--- src/rtl/memory_stage_pkg.sv ---
// Shared definitions for the MEM pipeline stage: result-source and funct3
// encodings, the access FSM states and access-size decoding.
package mem_pkg;

    localparam logic [1:0] RES_ALU = 2'b00;
    localparam logic [1:0] RES_MEM = 2'b01;
    localparam logic [1:0] RES_PC4 = 2'b10;

    localparam logic [2:0] F3_B  = 3'b000;
    localparam logic [2:0] F3_H  = 3'b001;
    localparam logic [2:0] F3_W  = 3'b010;
    localparam logic [2:0] F3_BU = 3'b100;
    localparam logic [2:0] F3_HU = 3'b101;

    typedef enum logic {
        IDLE = 1'b0,
        WAIT = 1'b1
    } mem_state_t;

    typedef enum logic [1:0] {
        SZ_B,
        SZ_H,
        SZ_W
    } acc_size_t;

    // Unknown funct3 codes fall back to a full-word access for both directions.
    function automatic acc_size_t size_of(input logic [2:0] funct3, input logic is_store);
        acc_size_t size;
        size = SZ_W;
        if (is_store) begin
            if (funct3 == F3_B)      size = SZ_B;
            else if (funct3 == F3_H) size = SZ_H;
        end else begin
            if (funct3 == F3_B || funct3 == F3_BU)      size = SZ_B;
            else if (funct3 == F3_H || funct3 == F3_HU) size = SZ_H;
        end
        return size;
    endfunction

endpackage

--- src/rtl/memory_stage_if.sv ---
// Data-memory port of the MEM stage: a single req/ready handshake carrying
// word address, byte enables and lane-aligned write data.
interface memory_stage_if;
    logic        mem_req;
    logic        mem_we;
    logic [31:0] mem_addr;
    logic [3:0]  mem_be;
    logic [31:0] mem_wdata;
    logic        mem_ready;
    logic [31:0] mem_rdata;

    modport master (
        output mem_req, mem_we, mem_addr, mem_be, mem_wdata,
        input  mem_ready, mem_rdata
    );

    modport slave (
        input  mem_req, mem_we, mem_addr, mem_be, mem_wdata,
        output mem_ready, mem_rdata
    );
endinterface

--- src/rtl/memory_stage_align.sv ---
// Purely combinational lane logic: store byte enables / replicated write data,
// load byte/half selection with sign or zero extension, and misalignment.
module load_store_align
    import mem_pkg::*;
(
    input  logic [1:0]  i_offset,
    input  logic [2:0]  i_funct3,
    input  logic        i_is_store,
    input  logic [31:0] i_store_data,
    input  logic [31:0] i_rdata,
    output logic [3:0]  o_be,
    output logic [31:0] o_wdata,
    output logic [31:0] o_load_data,
    output logic        o_misalign
);

    acc_size_t   w_acc_size;
    acc_size_t   w_ld_size;
    logic [7:0]  w_byte;
    logic [15:0] w_half;

    always_comb begin
        // NOTE: every output gets a default first so no path leaves it unassigned (no latch).
        w_acc_size  = size_of(i_funct3, i_is_store);
        w_ld_size   = size_of(i_funct3, 1'b0);
        o_be        = 4'b1111;
        o_wdata     = i_store_data;
        o_misalign  = 1'b0;
        o_load_data = i_rdata;

        case (w_acc_size)
            SZ_B: begin
                if (i_is_store) begin
                    o_be    = 4'b0001 << i_offset;
                    o_wdata = {4{i_store_data[7:0]}};
                end
            end
            SZ_H: begin
                o_misalign = i_offset[0];
                if (i_is_store) begin
                    o_be    = i_offset[1] ? 4'b1100 : 4'b0011;
                    o_wdata = {2{i_store_data[15:0]}};
                end
            end
            default: o_misalign = |i_offset;
        endcase

        case (i_offset)
            2'd0:    w_byte = i_rdata[7:0];
            2'd1:    w_byte = i_rdata[15:8];
            2'd2:    w_byte = i_rdata[23:16];
            default: w_byte = i_rdata[31:24];
        endcase
        w_half = i_offset[1] ? i_rdata[31:16] : i_rdata[15:0];

        // funct3[2] marks the unsigned load variants.
        case (w_ld_size)
            SZ_B:    o_load_data = i_funct3[2] ? {24'd0, w_byte} : {{24{w_byte[7]}}, w_byte};
            SZ_H:    o_load_data = i_funct3[2] ? {16'd0, w_half} : {{16{w_half[15]}}, w_half};
            default: o_load_data = i_rdata;
        endcase
    end

endmodule

--- src/rtl/memory_stage.sv ---
// MEM pipeline stage: drives the data-memory handshake, stalls the front of the
// pipe while memory is busy, aborts on timeout and holds the MW register.
module memory_stage
    import mem_pkg::*;
#(
    parameter int unsigned MAX_WAIT = 16
) (
    input  logic                  clk,
    input  logic                  rst_n,
    input  logic                  RegWriteM,
    input  logic [1:0]            ResultSrcM,
    input  logic                  MemWriteM,
    input  logic [31:0]           ALUoutM,
    input  logic [2:0]            funct3M,
    input  logic [4:0]            RdM,
    input  logic [31:0]           Rd2M,
    input  logic [31:0]           inc_PCM,
    memory_stage_if.master        mem_bus,
    output logic                  StallMem,
    output logic                  Misalign,
    output logic                  BusErr,
    output logic                  RegWriteW,
    output logic [1:0]            ResultSrcW,
    output logic [31:0]           ALUoutW,
    output logic [31:0]           ReadDataW,
    output logic [4:0]            RdW,
    output logic [31:0]           inc_PCW
);

    localparam logic [7:0] WAIT_LIMIT = 8'(MAX_WAIT);

    mem_state_t  r_state;
    mem_state_t  w_state_next;
    logic [7:0]  r_wait_cnt;
    logic [7:0]  w_cnt_inc;
    logic        w_mem_acc;
    logic        w_misalign_raw;
    logic        w_misalign;
    logic        w_access;
    logic        w_req;
    logic        w_stall;
    logic        w_abort;
    logic [31:0] w_load_data;

    logic        r_regwrite;
    logic [1:0]  r_result_src;
    logic [31:0] r_aluout;
    logic [31:0] r_read_data;
    logic [4:0]  r_rd;
    logic [31:0] r_inc_pc;
    logic        r_misalign;
    logic        r_bus_err;

    load_store_align u_align (
        .i_offset     (ALUoutM[1:0]),
        .i_funct3     (funct3M),
        .i_is_store   (MemWriteM),
        .i_store_data (Rd2M),
        .i_rdata      (mem_bus.mem_rdata),
        .o_be         (mem_bus.mem_be),
        .o_wdata      (mem_bus.mem_wdata),
        .o_load_data  (w_load_data),
        .o_misalign   (w_misalign_raw)
    );

    assign w_mem_acc  = MemWriteM | (ResultSrcM == RES_MEM);
    assign w_misalign = w_mem_acc & w_misalign_raw;
    assign w_access   = w_mem_acc & ~w_misalign_raw;
    assign w_cnt_inc  = r_wait_cnt + 8'd1;

    always_comb begin
        w_state_next = r_state;
        w_req        = 1'b0;
        w_stall      = 1'b0;
        w_abort      = 1'b0;
        case (r_state)
            IDLE: begin
                if (w_access) begin
                    w_req = 1'b1;
                    if (!mem_bus.mem_ready) begin
                        w_stall      = 1'b1;
                        w_state_next = WAIT;
                    end
                end
            end
            WAIT: begin
                // A ready arriving on the timeout cycle still completes normally.
                if (mem_bus.mem_ready) begin
                    w_req        = 1'b1;
                    w_state_next = IDLE;
                end else if (w_cnt_inc == WAIT_LIMIT) begin
                    w_abort      = 1'b1;
                    w_state_next = IDLE;
                end else begin
                    w_req   = 1'b1;
                    w_stall = 1'b1;
                end
            end
            default: w_state_next = IDLE;
        endcase
    end

    // Reset overrides the request and stall combinationally, not just at the next edge.
    assign mem_bus.mem_req  = w_req & rst_n;
    assign mem_bus.mem_we   = w_req & rst_n & MemWriteM;
    assign mem_bus.mem_addr = {ALUoutM[31:2], 2'b00};
    assign StallMem         = w_stall & rst_n;

    always_ff @(posedge clk or negedge rst_n) begin
        if (!rst_n) begin
            r_state    <= IDLE;
            r_wait_cnt <= 8'd0;
        end else begin
            // NOTE: sequential state uses non-blocking assignments so all flops update together.
            r_state    <= w_state_next;
            r_wait_cnt <= (r_state == IDLE) ? 8'd0 : w_cnt_inc;
        end
    end

    // MW register: a stall inserts a bubble; abort and misalign suppress the write.
    always_ff @(posedge clk or negedge rst_n) begin
        if (!rst_n) begin
            r_regwrite   <= 1'b0;
            r_result_src <= 2'b00;
            r_aluout     <= 32'd0;
            r_read_data  <= 32'd0;
            r_rd         <= 5'd0;
            r_inc_pc     <= 32'd0;
            r_misalign   <= 1'b0;
            r_bus_err    <= 1'b0;
        end else begin
            r_regwrite   <= RegWriteM & ~w_stall & ~w_abort & ~w_misalign;
            r_result_src <= ResultSrcM;
            r_aluout     <= ALUoutM;
            r_read_data  <= w_load_data;
            r_rd         <= RdM;
            r_inc_pc     <= inc_PCM;
            r_misalign   <= w_misalign;
            r_bus_err    <= w_abort;
        end
    end

    assign RegWriteW  = r_regwrite;
    assign ResultSrcW = r_result_src;
    assign ALUoutW    = r_aluout;
    assign ReadDataW  = r_read_data;
    assign RdW        = r_rd;
    assign inc_PCW    = r_inc_pc;
    assign Misalign   = r_misalign;
    assign BusErr     = r_bus_err;

endmodule
--- src/flat_wrapper.sv ---
// flat-port wrapper written by rule: the top's interface ports become plain ports
module memory_stage_flat import mem_pkg::*;
#(
    parameter int unsigned MAX_WAIT = 16
)
  (clk, rst_n, RegWriteM, ResultSrcM, MemWriteM, ALUoutM, funct3M, RdM, Rd2M, inc_PCM, StallMem, Misalign, BusErr, RegWriteW, ResultSrcW, ALUoutW, ReadDataW, RdW, inc_PCW, mem_bus_mem_req, mem_bus_mem_we, mem_bus_mem_addr, mem_bus_mem_be, mem_bus_mem_wdata, mem_bus_mem_ready, mem_bus_mem_rdata);
  memory_stage_if mem_bus_i ();
  input  logic clk;
  input  logic rst_n;
  input  logic RegWriteM;
  input  logic [1:0] ResultSrcM;
  input  logic MemWriteM;
  input  logic [31:0] ALUoutM;
  input  logic [2:0] funct3M;
  input  logic [4:0] RdM;
  input  logic [31:0] Rd2M;
  input  logic [31:0] inc_PCM;
  output logic StallMem;
  output logic Misalign;
  output logic BusErr;
  output logic RegWriteW;
  output logic [1:0] ResultSrcW;
  output logic [31:0] ALUoutW;
  output logic [31:0] ReadDataW;
  output logic [4:0] RdW;
  output logic [31:0] inc_PCW;
  output wire logic [$bits(mem_bus_i.mem_req)-1:0] mem_bus_mem_req;
  output wire logic [$bits(mem_bus_i.mem_we)-1:0] mem_bus_mem_we;
  output wire logic [$bits(mem_bus_i.mem_addr)-1:0] mem_bus_mem_addr;
  output wire logic [$bits(mem_bus_i.mem_be)-1:0] mem_bus_mem_be;
  output wire logic [$bits(mem_bus_i.mem_wdata)-1:0] mem_bus_mem_wdata;
  input wire logic [$bits(mem_bus_i.mem_ready)-1:0] mem_bus_mem_ready;
  input wire logic [$bits(mem_bus_i.mem_rdata)-1:0] mem_bus_mem_rdata;
  assign mem_bus_mem_req = mem_bus_i.mem_req;
  assign mem_bus_mem_we = mem_bus_i.mem_we;
  assign mem_bus_mem_addr = mem_bus_i.mem_addr;
  assign mem_bus_mem_be = mem_bus_i.mem_be;
  assign mem_bus_mem_wdata = mem_bus_i.mem_wdata;
  assign mem_bus_i.mem_ready = mem_bus_mem_ready;
  assign mem_bus_i.mem_rdata = mem_bus_mem_rdata;
  memory_stage #(.MAX_WAIT(MAX_WAIT)) u_core (.clk(clk), .rst_n(rst_n), .RegWriteM(RegWriteM), .ResultSrcM(ResultSrcM), .MemWriteM(MemWriteM), .ALUoutM(ALUoutM), .funct3M(funct3M), .RdM(RdM), .Rd2M(Rd2M), .inc_PCM(inc_PCM), .mem_bus(mem_bus_i), .StallMem(StallMem), .Misalign(Misalign), .BusErr(BusErr), .RegWriteW(RegWriteW), .ResultSrcW(ResultSrcW), .ALUoutW(ALUoutW), .ReadDataW(ReadDataW), .RdW(RdW), .inc_PCW(inc_PCW));
endmodule
--- config.mk ---
export PLATFORM = sky130hd
export DESIGN_NAME = memory_stage_flat
export DESIGN_NICKNAME = d
export VERILOG_FILES = /design/src/rtl/memory_stage_pkg.sv /design/src/rtl/memory_stage_if.sv /design/src/rtl/memory_stage_align.sv /design/src/rtl/memory_stage.sv /design/src/flat_wrapper.sv
export SDC_FILE = /design/constraint.sdc
export NUM_CORES = 1
export LEC_CHECK = 0
export CAP_MARGIN = 10
export CORE_MARGIN = 3
export CORE_UTILIZATION = 30
export DETAILED_ROUTE_END_ITERATION = 12
export PLACE_DENSITY = 0.71
export REMOVE_ABC_BUFFERS = 1
export SLEW_MARGIN = 20
export SYNTH_ARGS = -nofsm -noshare
export SYNTH_HDL_FRONTEND = slang
export SYNTH_SLANG_ARGS = --single-unit
--- constraint.sdc ---
create_clock -name clk -period 4.7 [get_ports clk]
set_clock_uncertainty 0.15 [all_clocks]
set_input_delay 0.705 -clock clk [delete_from_list [all_inputs] [get_ports clk]]
set_output_delay 0.705 -clock clk [all_outputs]
set_load 0.01 [all_outputs]
# Word level (Yosys, flattened, before mapping)
# Cells that the tools add are included.
# W data, S select, Z words.
# op_classes
addsub	1
n_reduce_logical	7
n_bitwise	14
shifts	1
mux	30
n_eq_ne	9
# ops
operator	count
$mux W32	4
$pmux W32 S2	2
$pmux W8 S3	1
$mux W16	1
$mux W4	3
$mux W2	5
$mux W1	9
$add A8 B1 Y8 const B	1
$and A1 B1 Y1	8
$eq A2 B1 Y1 const B	4
$eq A8 B5 Y1 const B	1
$mux W8	1
$pmux W4 S2	1
$eq A3 B3 Y1 const B	2
$logic_not A2 Y1	3
$pmux W1 S2	3
$not A1 Y1	5
$shl A1 B2 Y4 const A	1
$eq A3 B1 Y1 const B	1
$logic_not A3 Y1	1
$eq A2 B2 Y1 const B	1
$logic_or A1 B1 Y1	2
$reduce_or A2 Y1	1
$or A1 B1 Y1	1
# word_totals
elab_cells	72
regBits	115
inputBits	143
out_inout_bits	177

# Longest topological paths before layout
# Gate-level depths: netlist of the first run.
# logic_depth
depth_word	15
mapped_depth	6

# By module
# From an unflattened synthesis of the first run, not the netlist that was laid out.
# unflattened
cells_unflattened	391
area_unflattened_um2	4720.8
# modules_own_cells
module	instances	cells_each	area_per_inst_um2
memory_stage	1	197	3450.8
load_store_align	1	194	1270.0

# Least setup slack after synthesis of the first run
# Ideal clock, no wire load.
# synth_timing
path_kind	input to output
start	input funct3M[1]
end	output mem_bus_mem_wdata[10]
path_buffers	2
stages	5
required_time_ns	3.845
t_arrival_ns	1.903
setup_slack_ns	1.942
path_cell_list	buf_2 -> or3b_1 -> buf_2 -> nor2_8 -> mux2_2
# synth_via
elab_chain_cells	7
# synth_lines
item	line_no	text
start, declared	flat_wrapper.sv:14	input logic [2:0] funct3M;
$eq A3 B1 Y1 / $eq A3 B3 Y1 (equally long branches)	memory_stage_pkg.sv:32, memory_stage_pkg.sv:35	
$logic_or A1 B1 Y1	memory_stage_pkg.sv:35	else if (funct3 == F3_H || funct3 == F3_HU) size = SZ_H;
$mux W2	memory_stage_pkg.sv:35	
$mux W2	memory_stage_pkg.sv:34	if (funct3 == F3_B || funct3 == F3_BU) size = SZ_B;
$mux W2 (*)	memory_stage_pkg.sv:30	if (is_store) begin
$eq A2 B1 Y1 / $logic_not A2 Y1 (equally long branches)	memory_stage_align.sv:31	case (w_acc_size)
$pmux W32 S2 (*)	memory_stage_align.sv:31	
end, declared	flat_wrapper.sv:31	output wire logic [$bits(mem_bus_i.mem_wdata)-1:0] mem_bus_mem_wdata;
# Mark *: on every way between the ends. The rest lies on a longest branch, timed or not.

# Worst setup path after layout of the first run
# layout_timing
start	input MemWriteM
end	output mem_bus_mem_wdata[14]
# layout_via
elab_chain_cells	3
# layout_lines
item	line_no	text
start, declared	flat_wrapper.sv:12	input logic MemWriteM;
$mux W2	memory_stage_pkg.sv:30	
$eq A2 B1 Y1 / $logic_not A2 Y1 (equally long branches)	memory_stage_align.sv:31	
$pmux W32 S2 (*)	memory_stage_align.sv:31	
# Marks and branches as above.

==> impl_metrics.tcl, run 1 <==
set metrics [dict create \
    grtUsageTotal 0.196 \
    r2r_end "u_core.BusErr" \
    hold_buffers 0 \
    cpLargestDelayFamily "buffers and inverters" \
    die_h_um 128 \
    critPathCaptureType "output port" \
    post_cts_buffers 0 \
    clock-root-buffer "clkbuf_16" \
    crit_fanout 19 \
    fin_tns_setup_ns 0 \
    globalplace.congestion 0.828 \
    synth_common_cells "115 x dfrtp_1, 40 x buf_4, 40 x nand2_1" \
    synth_edf_count 0 \
    cts_sinks 115 \
    grt_pass1_wl_um 24200 \
    worst-slew-pin-transition_ns 0.914 \
    r2r_slack_ns 2.83 \
    rsz0062_at_grt "no" \
    drtPass1Iterations 5 \
    vias_per_cell 4.61 \
    fin_crit_ns 4.02 \
    synth_top_cell_area_share 0.644 \
    maxCapViolCount 0 \
    place_ws_ns 0.657 \
    cts-htree-levels 4 \
    critPathLaunchType "primary input" \
    max_stage_delay_ns 0.69 \
    async_flop_share 1.00 \
    die_x_um 128 \
    synthTopCellsByArea "dfrtp_1 64%, buf_4 6.7%, mux2_2 4.0%" \
    synth_cells 353 \
    io_buffers 317 \
    grt_max_degree 72 \
    p_leak_nw 3.49 \
    nets 787 \
    crit_chain "clkdlybuf4s50_1 -> or3b_1 -> nor2_8 -> mux2_2 -> clkdlybuf4s50_1" \
    area_growth_pct 81.3 \
    syn-cell-area_um2 4470 \
    yosys_warnings 0 \
    ctsResizeCount 0 \
    grt_pass1_vias 4166 \
    syn_area_per_cell_um2 12.7 \
    cts_tree "done" \
    status "complete, no violations" \
    crit_required_ns 3.85 \
    dp_hpwl_um 12700 \
    final-hold-violation-count 0 \
    drt_iter0_markers 178 \
    synth.distinct_cells 48 \
    r2r_start "u_core.r_wait_cnt[0]" \
    cp.arrival_ns 3.16 \
    cp.depth 5 \
    drc 0 \
    num_vias 3857 \
    clk_pin_slew_worst_paths_ns 0.05 \
    ys_ff_latch 115 \
    yosysMostFrequentCell "dfrtp_1" \
    io_pins 320 \
    cpMaxStageDelayCell "or3b_1" \
    vdd_drop_max_mv 0.220 \
    path_common_cell "clkdlybuf4s50_1" \
    path_buf_inv 2 \
    slew_headroom 0.390 \
    wirelength_um 16300 \
    dieArea_um2 16400 \
    clock_latency_ns 0.40 \
    fin_crit_sh 0.855 \
    finalSetupViolCount 0 \
    worst_r2r_path_depth 4 \
    num_rows 43 \
    hold_slack_ns 0.164 \
    overflow 0 \
    cts_buffers 17 \
    slew_violations 0 \
    cp-endpoint "mem_bus_mem_wdata[14]" \
    fillers 1190 \
    max_freq_ghz 0.249 \
    ys_seq_area_frac 0.644 \
    worstSetupPathType "primary input to output port" \
    post_drt_wl_per_cell_um 19.4 \
    drtAntennaViolNets 0 \
    antenna_found_initial 1 \
    fin_ws_ns 0.682 \
    drive_gt1_frac 0.0884 \
    p_per_area_nw_per_um2 340 \
    hold_class "primary input to asynchronous set/reset pin" \
    cp-startpoint "MemWriteM" \
    yosys_most_used_dff "dfrtp_1" \
    initial_utilization 0.315 \
    core-area_um2 14200 \
    cts_buffer_depth 2 \
    synth_area_leader_cell "dfrtp_1" \
]
## worst register-to-register path, cell delays in order, from the launching register on
cell and delay [ns]:
dfrtp_1 0.47, ha_1 0.32, and3_1 0.19, o2111ai_1 0.17, a2111oi_2 0.44
## state kept, by name (all words and copies together) (netlist names), 2 cells and up
| name | flops |
|---|---|
| u_core.r_wait_cnt | 8 |
| u_core.inc_PCW | 32 |
| u_core.ALUoutW | 32 |
| u_core.ResultSrcW | 2 |
| u_core.ReadDataW | 32 |
| u_core.RdW | 5 |
## logic make-up after synthesis
family,synth area share
mux,0.0506
flops,0.644
fa+ha+maj,0.00280
xor+xnor,0.00979
other cells,0.000839
compound gates,0.117
buf+inv,0.0851
simple gates,0.0904
## worst min path at each step
| stage | end | slack [ns] | cells after the start |
|---|---|---|---|
| 2_1_floorplan | u_core.ALUoutW[0] | 0.26 | 0 |
| 3_3_place_gp | u_core.r_wait_cnt[1] | 0.36 | 1 |
| 3_5_place_dp | u_core.r_wait_cnt[1] | 0.37 | 1 |
| 4_1_cts | u_core.ALUoutW[22] | 0.17 | 1 |
| 5_1_grt | u_core.ALUoutW[30] | 0.19 | 1 |
| 6_report | u_core.ALUoutW[30] | 0.16 | 1 |
## per-stage QoR
| stage | area, µm² | power, mW | utilization | std cells |
|---|---|---|---|---|
| 2_1_floorplan | 4120 | 1.20 | - | 302 |
| 3_3_place_gp | 7550 | 1.59 | 0.532 | 804 |
| 3_5_place_dp | 7550 | 1.59 | 0.532 | 804 |
| 4_1_cts | 8110 | 2.79 | 0.571 | 836 |
| 5_1_grt | 8110 | 2.87 | 0.571 | 837 |
| 6_report | 8110 | 2.76 | 0.571 | 837 |
## power breakdown
| part | internal, mW | total [mW] | switching (mW) |
|---|---|---|---|
| Clock | 0.741 | 1.19 | 0.448 |
| Sequential | 1.05 | 1.07 | 0.0197 |
| Combinational | 0.298 | 0.502 | 0.205 |
| Total | 2.09 | 2.76 | 0.672 |
## cell type report
type | instances | area [µm²] | share of cell area
repair buffers | 322 | 3210 | 0.396
diodes | 1 | 2.50 | 0.000309
inverters | 6 | 22.5 | 0.00278
well taps | 180 | 225 | 0.0278
flip-flops and latches | 115 | 2880 | 0.355
multi-input cells | 181 | 1220 | 0.150
clock inverters | 12 | 108 | 0.0133
clock buffers | 20 | 447 | 0.0551
## cell usage in the layout (no fill, tap or decap), types with 2 or more instances in the layout
cell / n
a21oi_1: 5
nand2_1: 40
a221o_1: 8
mux2i_1: 2
nor3b_1: 2
clkbuf_1: 2
clkinv_2: 4
a22oi_1: 7
a222oi_1: 2
conb_1: 2
a221oi_1: 4
mux2_2: 16
clkinvlp_4: 3
clkinv_4: 2
inv_1: 5
a211oi_1: 2
inv_6: 2
a21o_1: 18
clkdlybuf4s50_1: 316
clkbuf_16: 17
nor2b_1: 2
xor2_1: 4
nor2_1: 19
buf_4: 6
nand3_1: 4
nor3_1: 5
dfrtp_1: 115
o21ai_0: 17
## layer usage
layer  wire length [µm]  GRT usage
met1               6170      0.226
met2               8470      0.347
met3               1430     0.0613
met4                194     0.0599
met5                  0          0
(Power assumes the default switching activity.)
==> run 2: changes to the inputs <==
--- a/config.mk
+++ b/config.mk
@@ -6,10 +6,10 @@
 export NUM_CORES = 1
 export LEC_CHECK = 0
 export CAP_MARGIN = 10
-export CORE_MARGIN = 3
-export CORE_UTILIZATION = 30
+export CORE_AREA = 3 3 125 127
 export DETAILED_ROUTE_END_ITERATION = 12
-export PLACE_DENSITY = 0.71
+export DIE_AREA = 0 0 128 130
+export PLACE_DENSITY = 0.72
 export REMOVE_ABC_BUFFERS = 1
 export SLEW_MARGIN = 20
 export SYNTH_ARGS = -nofsm -noshare
==> run 2 against run 1 <==
Compared with the run above: highest routed layer unchanged; setup slack lost 0.0016 ns; core utilization shrank 0.76 points; clock power grew 13%; die area grew 1.4%; fmax is essentially flat; final cell count grew 0.36%; sequential cell count is the same; worst hold slack gained 0.0044 ns; first-iteration DRC count shrank 17%.
==> impl_metrics.tcl, run 2 (same netlist as run 1, synthesis figures left out) <==
set metrics [dict create \
    status "complete, no violations" \
    drtPass1Iterations 6 \
    clkPwrFrac 0.461 \
    antenna_cells 0 \
    worstSetupPathType "primary input to output port" \
    cp-endpoint "mem_bus_mem_wdata[14]" \
    multi_input_area_um2 1220 \
    dieArea_um2 16600 \
    cp-startpoint "funct3M[2]" \
    route.met3.wl_um 1570 \
    rsz0062_at_grt "no" \
    clk_pin_slew_worst_paths_ns 0.05 \
    p_seq_frac 0.367 \
    final-hold-violation-count 0 \
    die_h_um 130 \
    post_dp_cell_area_um2 7560 \
    io_pins 320 \
    cts_buffer_depth 2 \
    met2_length_um 8280 \
    maxCapViolCount 0 \
    worst-slew-pin-transition_ns 0.869 \
    critPathLaunchType "primary input" \
    post_cts_buffers 0 \
    hold_class "primary input to asynchronous set/reset pin" \
    area_growth_pct 83.1 \
    initial_utilization 0.308 \
    r2r_start "u_core.r_wait_cnt[0]" \
    num_vias 3921 \
    core-area_um2 14500 \
    top_layer "met4" \
    fillers 1231 \
    grtUsageTotal 0.192 \
    grt_pass1_vias 4222 \
    cts-htree-levels 4 \
    cts_tree "done" \
    drive_gt1_frac 0.0915 \
    wl_met1_um 5960 \
    fin_ws_ns 0.680 \
    p_per_area_nw_per_um2 356 \
    r2r_end "u_core.BusErr" \
    hold_buffers 0 \
    slew_headroom 0.418 \
    overflow 0 \
    mostFrequentLayoutCells "316 x clkdlybuf4s50_1, 115 x dfrtp_1, 40 x nand2_1" \
    crit_required_ns 3.85 \
    vias_per_cell 4.67 \
    cts_buffers 17 \
    mostFrequentLayoutCell "clkdlybuf4s50_1" \
    wirelength_um 16300 \
    num_rows 44 \
    clock-root-buffer "clkbuf_16" \
    antenna_found_initial 0 \
    vdd_drop_max_mv 0.233 \
    finalSetupViolCount 0 \
    grt_pass1_wl_um 24000 \
    p_sw_mw 0.677 \
    power.total_mw 2.91 \
    nets 787 \
    place_ws_ns 0.681 \
    hold_slack_ns 0.168 \
    swShare 0.232 \
    clock_latency_ns 0.40 \
    p_leak_nw 3.53 \
    io_buffers 317 \
    p_int_mw 2.24 \
    slew_violations 0 \
    power_frac_comb 0.172 \
    final_design_area_no_fill_um2 8190 \
    fin_crit_sh 0.855 \
    ctsResizeCount 0 \
    drt_iter0_markers 148 \
    drc 0 \
    fin_crit_ns 4.02 \
    fin_tns_setup_ns 0 \
    cp.arrival_ns 3.16 \
    die_x_um 128 \
    r2r_slack_ns 2.78 \
    post_drt_wl_per_cell_um 19.4 \
    globalplace.congestion 0.877 \
    worst_r2r_path_depth 4 \
    max_freq_ghz 0.249 \
    critPathCaptureType "output port" \
    seq_area_um2 2880 \
    drtAntennaViolNets 0 \
    cts_sinks 115 \
    crit_fanout 19 \
    dp_hpwl_um 12600 \
    grt_max_degree 70 \
]
## run 2: worst min-delay path by stage
stage	cells past startpoint	endpoint
3_3_place_gp	1	u_core.r_wait_cnt[1]
3_5_place_dp	1	u_core.r_wait_cnt[1]
4_1_cts	1	u_core.ALUoutW[3]
6_report	1	u_core.r_wait_cnt[4]
2_1_floorplan	0	u_core.ALUoutW[0]
5_1_grt	1	u_core.r_wait_cnt[2]
## run 2: layout make-up
| type | count | area share |
|---|---|---|
| inverters | 6 | 0.00275 |
| clock inverters | 11 | 0.0183 |
| repair buffers | 322 | 0.392 |
| clock buffers | 21 | 0.0587 |
| well taps | 184 | 0.0281 |
| multi-input cells | 181 | 0.149 |
| flip-flops and latches | 115 | 0.352 |
## run 2: power by group through the flow
stage | logic [mW] | clock network [mW] | registers [mW]
6_report | 0.503 | 1.34 | 1.07
5_1_grt | 0.534 | 1.41 | 1.07
4_1_cts | 0.509 | 1.37 | 1.07
3_5_place_dp | 0.506 | 0 | 1.09
3_3_place_gp | 0.501 | 0 | 1.08
2_1_floorplan | 0.0823 | 0 | 1.11
## run 2: per-stage QoR
step / util / std cells
2_1_floorplan: - / 302
3_3_place_gp: 0.520 / 808
3_5_place_dp: 0.520 / 808
4_1_cts: 0.563 / 840
5_1_grt: 0.563 / 840
6_report: 0.563 / 840
## run 2: worst max-delay path: stages
cell and delay, ns:
clkdlybuf4s50_1 0.56, or3b_1 0.75, nor2_8 0.30, mux2_2 0.36, clkdlybuf4s50_1 0.48
## run 2: per-layer routing
layer | vias to the layer above | track usage
met5 | - | 0
met4 | 0 | 0.0905
met1 | 1879 | 0.208
li1 | 1764 | -
met2 | 239 | 0.336
met3 | 39 | 0.0696
